$ cat src/rtl/moore_seq_tx.sv
// moore_seq_tx: serial stimulus source for the E input of the 4-state Moore
// detectors. A pattern accepted over the LOAD handshake is shifted out
// LSB-first on E. Each bit is held for HOLD clocks. The pattern can loop
// until STOP is seen.
//
// Load handshake: a pattern transfers on a rising edge where LOAD_VALID and
// LOAD_READY are both high. LOAD_READY is high only in IDLE. While the block
// is busy, LOAD_VALID and the PATTERN/LEN/REPEAT inputs are ignored.
module moore_seq_tx #(
  parameter int WIDTH = 8,
  parameter int HOLD  = 2,
  parameter int LW    = $clog2(WIDTH + 1)
) (
  input  logic             CLK,
  input  logic             RST_N,
  input  logic             LOAD_VALID,
  output logic             LOAD_READY,
  input  logic [WIDTH-1:0] PATTERN,
  input  logic [LW-1:0]    LEN,
  input  logic             REPEAT,
  input  logic             STOP,
  output logic             E,
  output logic             E_VALID,
  output logic             BUSY,
  output logic             DONE,
  output logic [1:0]       STATE_DBG
);

  localparam int HW = $clog2(HOLD + 1);

  localparam logic [1:0] IDLE = 2'd0;
  localparam logic [1:0] SEND = 2'd1;
  localparam logic [1:0] FIN  = 2'd2;

  logic [1:0]       state;
  logic [WIDTH-1:0] shreg;
  logic [WIDTH-1:0] saved;
  logic [LW-1:0]    len_q;
  logic [LW-1:0]    bit_idx;
  logic [HW-1:0]    hold_cnt;
  logic             rep_f;
  logic [LW-1:0]    len_eff;

  // A length of zero, or one longer than the register, means a full-width pattern.
  always_comb begin
    len_eff = LEN;
    if ((LEN == '0) || (LEN > LW'(WIDTH))) begin
      len_eff = LW'(WIDTH);
    end
  end

  // Sequencer: load in IDLE, hold/shift/wrap in SEND, one DONE cycle in FIN.
  always_ff @(posedge CLK) begin
    if (!RST_N) begin
      state    <= IDLE;
      shreg    <= '0;
      saved    <= '0;
      len_q    <= '0;
      bit_idx  <= '0;
      hold_cnt <= '0;
      rep_f    <= 1'b0;
    end else begin
      case (state)
        IDLE: begin
          if (LOAD_VALID) begin
            shreg    <= PATTERN;
            saved    <= PATTERN;
            len_q    <= len_eff;
            rep_f    <= REPEAT;
            bit_idx  <= '0;
            hold_cnt <= '0;
            state    <= SEND;
          end
        end
        SEND: begin
          // STOP only cancels looping; the pass in flight always completes.
          if (STOP) begin
            rep_f <= 1'b0;
          end
          if (hold_cnt == HW'(HOLD - 1)) begin
            hold_cnt <= '0;
            if (bit_idx == len_q - 1'b1) begin
              // STOP on the wrap cycle wins over the registered loop flag.
              if (rep_f && !STOP) begin
                shreg   <= saved;
                bit_idx <= '0;
              end else begin
                state <= FIN;
              end
            end else begin
              shreg   <= {1'b0, shreg[WIDTH-1:1]};
              bit_idx <= bit_idx + 1'b1;
            end
          end else begin
            hold_cnt <= hold_cnt + 1'b1;
          end
        end
        FIN: begin
          state <= IDLE;
        end
        default: begin
          state <= IDLE;
        end
      endcase
    end
  end

  // Moore outputs, decoded from registered state only.
  always_comb begin
    LOAD_READY = (state == IDLE);
    E_VALID    = (state == SEND);
    E          = (state == SEND) & shreg[0];
    BUSY       = (state != IDLE);
    DONE       = (state == FIN);
    STATE_DBG  = state;
  end

endmodule

$ cat config.mk
export PLATFORM = sky130hd
export DESIGN_NAME = moore_seq_tx
export DESIGN_NICKNAME = d
export VERILOG_FILES = /design/src/rtl/moore_seq_tx.sv
export SDC_FILE = /design/constraint.sdc
export NUM_CORES = 1
export LEC_CHECK = 0
export CAP_MARGIN = 25
export CORE_ASPECT_RATIO = 1.5
export CORE_MARGIN = 2
export CORE_UTILIZATION = 45
export CTS_BUF_LIST = sky130_fd_sc_hd__clkbuf_4 sky130_fd_sc_hd__clkbuf_8
export DETAILED_ROUTE_END_ITERATION = 10
export PLACE_DENSITY = 0.76
export SLEW_MARGIN = 30
export SYNTH_ARGS = -nofsm -noshare
export SYNTH_HDL_FRONTEND = slang
export SYNTH_SLANG_ARGS = --single-unit
$ cat constraint.sdc
create_clock -name CLK -period 3.9 [get_ports CLK]
set_input_delay 0.585 -clock CLK [delete_from_list [all_inputs] [get_ports CLK]]
set_output_delay 0.585 -clock CLK [all_outputs]
set_load 0.1 [all_outputs]
* After elaboration in Yosys (flattened, before gate mapping)
Index checks and enable logic that the tools add are counted.
Word-level totals: flip-flop bits (word level) 29, input port bits 17, output and inout bits 7, word-level logic and storage cells 56
Operators by class: add/subtract/negate cells 3, order comparisons 1, equality and inequality tests 10, multiplexer cells 22, bitwise operators 1, reduce and logical (&&, ||, !) cells 12
Operators with widths (number):
- $mux W8 | 4
- $mux W4 | 5
- $pmux W8 S2 | 1
- $mux W2 | 6
- $pmux W2 S2 | 2
- $pmux W4 S2 | 1
- $reduce_and A4 Y1 | 2
- $ne A2 B2 Y1 const B | 3
- $add A4 B1 Y4 const B | 1
- $eq A2 B1 Y1 const B | 2
- $eq A4 B4 Y1 | 1
- $gt A4 B4 Y1 const B | 1
- $logic_not A4 Y1 | 1
- $ne A2 B1 Y1 const B | 2
- $reduce_and A2 Y1 | 2
- $reduce_bool A2 Y1 | 2
- $sub A4 B1 Y4 const B | 1
- $ne A3 B2 Y1 const B | 1
- $reduce_and A3 Y1 | 1
- $add A2 B1 Y2 const B | 1
- $eq A2 B2 Y1 const B | 1
- $logic_not A2 Y1 | 1
- $mux W1 | 2
- $pmux W1 S2 | 1
- other kinds (4) | 4

* Depth between registers and ports, before layout
Gate-level depths: netlist (run 1).
depth in word-level cells 6, depth in mapped cells 9

* Worst setup path before layout (run 1)
Ideal clock, no wire load.
kind register -> output, from register state[0] (netlist: STATE_DBG[0]), to output BUSY, arrival 3.235 ns, path slack 0.080 ns, cell stages (with the launch flop) 4, path buffers 1, cell sequence dfxtp_1 clkbuf_1 nor2_1 inv_1
On the way: longest elaborated chain between the ends 1
Ends and longest elaborated chain:
- start, declared | RTL line 35 | logic [1:0] state;
- start signal, assigned | RTL line 55 | state <= IDLE;
- start signal, assigned | RTL line 72 | state <= SEND;
- start signal, assigned | RTL line 88 | state <= FIN;
- $reduce_bool A2 Y1 | RTL line 113 | BUSY = (state != IDLE);
- end, declared | RTL line 24 | output logic BUSY,
Every way passes these cells.

* Worst setup path after layout (run 1)
from register state[1] (netlist: STATE_DBG[1]), to output E
On the way: longest elaborated chain between the ends 2
Ends and longest elaborated chain:
- $eq A2 B1 Y1 | RTL line 112 | E = (state == SEND) & shreg[0];
- $and A1 B1 Y1 | RTL line 112
- end, declared | RTL line 22 | output logic E,
Every way passes these cells.

==> results.toml, run 1 <==
[status]
outcome = "finished clean"

[layout]
final_area_sq_um = 1870
nets = 236
layout_common_cells = "32 x nand2_1, 29 x dfxtp_1, 21 x o21ai_0, 21 x clkdlybuf4s50_1, 13 x a21boi_0"
n_antenna_cell = 0
syn2layout_area_growth_pct = 20.3
drive_gt1_frac = 0.0599
final_common_cell = "nand2_1"

[logic_synthesis]
syn_area_sq_um = 1560
syn_avg_cell_area_sq_um = 7.89
synthCells = 197
synth_seq_cells = 29
ys_seq_area_frac = 0.373
yosys_warnings = 0
synthArstFlopShare = 0
synth_edf_count = 0
mappedNetlistNets = 216
synth_cell_types = 37
ys.flop_type = "dfxtp_1"

[place]
gp_congestion = 0.748
dp_hpwl_microns = 2160
numPortBuffers = 23
place_area_sq_um = 1780

[routing]
postRouteWirelength_microns = 3270
viasPerCell = 5.51
drt_first_iter_violations = 72
wl_per_cell_microns = 12.6
drc = 0
dr.pass1.iters = 6
ant_nets = 0
vias = 1427

[grt]
antenna_found_initial = 0
gr-total-overflow = 0
grt_max_degree = 31
track_usage = 0.189
grt_first_pass_wirelength_microns = 5710
first_global_vias = 1317

[power]
power_frac_seq = 0.452
comb_power_share = 0.201
p_sw_frac = 0.289
clock_power_share = 0.347
worst_ir_drop_vdd_uv = 282
p_switching_uw = 209
p_int_uw = 515
power.leakage_nw = 0.743
power_density_nw_per_um2 = 387
total_power_uw = 724

[floorplan]
die_x_microns = 52
die_h_microns = 76
ioPinCount = 24
rows = 26
dieArea_sq_um = 3950
coreArea_sq_um = 3350
start_util = 0.464

[critical_path]
reg2regPathDepth = 8
crit_path_cell_trace = "nand2b_1, clkinv_1, and2_1, buf_4"
path_depth = 4
crit_arrival_ns = 2.22
critPathMaxStageDelay_ns = 0.51
path_class = "reg2out"
cp_max_fo = 18
critPathBufInv = 2
worstSetupStartpointType = "register"
cp.required_ns = 3.31
crit_family = "simple AND/OR/NAND/NOR gates"
cp_slowest_cell = "clkinv_1"
end_kind = "primary output"

[sta]
period_needed_ns = 2.80
tightest_slew_ns = 0.968
hold_viol_final = 0
fmax_mhz = 357
fin_crit_sh = 0.718
rsz0062_at_grt = "no"
fin_tns_setup_ns = 0
slew_viol_final = 0
fin_skew_ns = 0.00785
finalSetupViolations = 0
max_slew_margin = 0.353

[clocking]
cts_hold_buf = 0
cts_setup_buffers = 0
cts_buffers = 5
htreeDepth = 2
root_buffer = "clkbuf_8"
clock-sinks = 29
cts.clk_slew.worst_paths_ns = 0.06
post_cts_resized = 0
clk_latency_ns = 0.28
clk_path_buf_depth = 2
cts_tree = "yes"

[flow_run]
maxCapViolCount = 0

[min_path]
hp-class = "reg2reg"
min_path_cells = 1
stage by stage:
step / setup slack (ns) / util / hold slack [ns] / std cells
after floorplan: 0.0801 / - / 0.430 / 197
after global placement: 1.47 / 0.531 / 0.444 / 252
after detailed placement: 1.42 / 0.531 / 0.453 / 252
after CTS: 1.12 / 0.558 / 0.461 / 259
after global routing: 0.909 / 0.558 / 0.466 / 259
final: 1.10 / 0.558 / 0.453 / 259
routing by layer:
metal,share of wire,vias up,track usage
li1,-,717,-
met1,0.42,675,0.216
met2,0.52,30,0.313
met3,0.045,5,0.0588
met4,0.017,0,0.0842
met5,0,-,0
logic make-up (layout without fill, tap and decap cells):
logic type                 after synthesis  after routing  synth area share
buffers and inverters                   18             38            0.0579
DFF                                     29             29             0.373
adders and majority gates                2              2            0.0161
AOI/OAI and AO/OA                       60             60             0.240
xor gates and xnor gates                 5              5            0.0378
and+or+nand+nor                         83             83             0.275
power by group through the flow:
| stage | clock, mW | sequential (mW) | combinational, mW |
|---|---|---|---|
| after floorplan | 0 | 0.336 | 0.101 |
| after global placement | 0 | 0.333 | 0.144 |
| after detailed placement | 0 | 0.333 | 0.145 |
| after CTS | 0.256 | 0.327 | 0.146 |
| after global routing | 0.273 | 0.329 | 0.159 |
| final | 0.252 | 0.327 | 0.146 |
worst register-to-register path, delay by kind of cell, from the launching register on:
family          cells  cell delay, ns
compound gates      2            0.30
xor+xnor            1            0.16
buf+inv             2            0.30
fa+ha+maj           1            0.30
flops               1            0.38
simple gates        2            0.77
registers in the layout (all words and copies together), names as in the netlist:
signal / count
STATE_DBG: 2
saved: 8
bit_idx: 4
rep_f: 1
len_q: 4
hold_cnt: 2
shreg: 8
final timing paths:
| kind | startpoint | end | slack [ns] |
|---|---|---|---|
| min | hold_cnt[1] | hold_cnt[1] | 0.45 |
| min reg2reg | hold_cnt[1] | hold_cnt[1] | 0.45 |
| max reg2reg | len_q[0] | bit_idx[2] | 1.63 |
| max | STATE_DBG[1] | E | 1.10 |
cell type report:
cell class,instances,area [sq um]
fill,332,1480
multi-input combinational,150,885
sequential,29,581
timing repair buffer,25,240
clock buffer,7,90.1
tap,42,52.6
inverter,6,22.5
synth_stat cells, types with 2 or more instances:
cell | instances | share of area
xnor2_1 | 3 | 0.017
inv_1 | 5 | 0.012
nand4_1 | 2 | 0.0080
a21boi_0 | 13 | 0.063
ha_1 | 2 | 0.016
clkbuf_1 | 6 | 0.014
nor3b_1 | 2 | 0.0097
dfxtp_1 | 29 | 0.37
nor3_1 | 4 | 0.013
and3_1 | 7 | 0.028
nor2_1 | 12 | 0.029
a21boi_1 | 2 | 0.0097
and2b_1 | 7 | 0.034
nand3_1 | 2 | 0.0064
a21oi_1 | 10 | 0.032
and2_1 | 4 | 0.016
nand2b_1 | 2 | 0.0080
nor2b_1 | 4 | 0.016
nand3b_1 | 3 | 0.014
o21ai_0 | 21 | 0.068
a31oi_1 | 9 | 0.036
nand2_1 | 32 | 0.077
buf_2 | 2 | 0.0064
Power figures use the tool's default switching activity.
==> inputs of run 2 (changes only) <==
--- a/config.mk
+++ b/config.mk
@@ -11,7 +11,7 @@
 export CORE_UTILIZATION = 45
 export CTS_BUF_LIST = sky130_fd_sc_hd__clkbuf_4 sky130_fd_sc_hd__clkbuf_8
 export DETAILED_ROUTE_END_ITERATION = 10
-export PLACE_DENSITY = 0.76
+export PLACE_DENSITY = 0.78
 export SLEW_MARGIN = 30
 export SYNTH_ARGS = -nofsm -noshare
 export SYNTH_HDL_FRONTEND = slang
==> constraint.sdc (replaced) <==
create_clock -name CLK -period 2.5 [get_ports CLK]
set_input_delay 0.375 -clock CLK [delete_from_list [all_inputs] [get_ports CLK]]
set_output_delay 0.375 -clock CLK [all_outputs]
set_load 0.1 [all_outputs]
==> results.toml, run 2 (same netlist as run 1, synthesis figures left out) <==
[clocking]
cts_setup_buffers = 0
clock-sinks = 29
cts.clk_slew.worst_paths_ns = 0.06
clk_path_buf_depth = 2
cts_tree = "yes"
cts_hold_buf = 0
post_cts_resized = 0
htreeDepth = 2
cts_buffers = 5
clk_latency_ns = 0.28
root_buffer = "clkbuf_8"

[sta]
finalSetupViolations = 0
rsz0062_at_grt = "no"
max_slew_margin = 0.519
fin_skew_ns = 0.00247
hold_viol_final = 0
slew_viol_final = 0
setup_slack_ns = 0.476
tightest_slew_ns = 0.719
fin_crit_sh = 0.810
holdWs_ns = 0.450
period_needed_ns = 2.02
fmax_mhz = 494
fin_tns_setup_ns = 0

[grt]
track_usage = 0.196
grt_first_pass_wirelength_microns = 5840
gr-total-overflow = 0
grt_max_degree = 24
antenna_found_initial = 0
first_global_vias = 1285

[place]
dp_hpwl_microns = 2350
numPortBuffers = 23
place_area_sq_um = 1830
gp_congestion = 0.822
dp_slack_ns = 0.433

[routing]
viasPerCell = 5.40
routed-wl-met3_microns = 149
wl_met2_microns = 1690
drt_first_iter_violations = 32
postRouteWirelength_microns = 3390
dr.pass1.iters = 4
wl_per_cell_microns = 12.9
drc = 0
vias = 1425
met1Wirelength_microns = 1470
highest_layer = "met4"
ant_nets = 0

[min_path]
hp-class = "reg2reg"

[layout]
seqCellArea_sq_um = 583
n_antenna_cell = 0
final_area_sq_um = 1930
reg_top3 = "saved x8, shreg x8"
final_common_cell = "nand2_1"
syn2layout_area_growth_pct = 24.4
fillerInstances = 330
layout_common_cells = "32 x nand2_1, 27 x dfxtp_1, 21 x o21ai_0, 16 x clkdlybuf4s50_1, 13 x a21boi_0"
drive_gt1_frac = 0.126
multiInputGateArea_sq_um = 892
nets = 240

[power]
power.leakage_nw = 0.786
power_density_nw_per_um2 = 608
p_sw_frac = 0.293
p_switching_uw = 344
power_frac_seq = 0.435
clock_power_share = 0.363
comb_power_share = 0.201
p_int_uw = 831
worst_ir_drop_vdd_uv = 541

[floorplan]
start_util = 0.464
ioPinCount = 24
die_x_microns = 52
die_h_microns = 76
coreArea_sq_um = 3350
dieArea_sq_um = 3950
rows = 26

[flow_run]
maxCapViolCount = 0

[status]
outcome = "finished clean"

[critical_path]
crit_path_cell_trace = "inv_1, ha_1, xnor2_1, nor3_4, a311oi_2, buf_4, or2b_1, a21boi_1"
worstSetupStartpointType = "register"
end_kind = "register"
crit_arrival_ns = 2.23
cp_slowest_cell = "dfxtp_1"
cp.required_ns = 2.71
cp_max_fo = 20
critPathMaxStageDelay_ns = 0.38
path_class = "reg2reg"
run 2: cell count changes in the layout (fill, tap and decap cells not counted), sizes merged:
cell / change
clkdlybuf4s50: -5
clkinv: +1
buf: +9
run 2: area by class of cell:
type / instances / area share
multi-input combinational: 150 / 0.461
inverter: 6 / 0.0116
tap: 42 / 0.0272
sequential: 29 / 0.301
clock buffer: 7 / 0.0498
timing repair buffer: 29 / 0.146
clock inverter: 1 / 0.00259
run 2: routing by layer:
metal,vias to the layer above,GRT usage
met5,-,0
met4,0,0.0868
met3,8,0.0549
met2,32,0.325
met1,658,0.226
li1,727,-
run 2: per-stage QoR:
step / utilization / instances / total power [mW]
2_1_floorplan: - / 197 / 0.684
3_3_place_gp: 0.547 / 256 / 0.755
3_5_place_dp: 0.547 / 256 / 0.758
4_1_cts: 0.577 / 264 / 1.18
5_1_grt: 0.577 / 264 / 1.23
6_report: 0.577 / 264 / 1.18
run 2: path summary, 6_finish.rpt:
check | from | end | slack, ns | cells past startpoint
min reg2reg | hold_cnt[1] | hold_cnt[1] | 0.45 | 1
max reg2reg | len_q[0] | bit_idx[2] | 0.48 | 8
max | len_q[0] | bit_idx[2] | 0.48 | 8
min | hold_cnt[1] | hold_cnt[1] | 0.45 | 1
run 2: power by group through the flow:
stage               registers, mW  clock network, mW  logic [mW]
floorplan                   0.524                  0       0.161
global placement            0.521                  0       0.234
global route                0.516              0.456       0.258
finish                      0.512              0.427       0.237
CTS                         0.512              0.434       0.238
detailed placement          0.522                  0       0.237
run 2: critical path, delay by kind of cell (launching register included):
family / cells / cell delay [ns]
flops: 1 / 0.38
xor+xnor: 1 / 0.17
compound gates: 2 / 0.29
fa+ha+maj: 1 / 0.30
buf+inv: 2 / 0.29
simple gates: 2 / 0.53
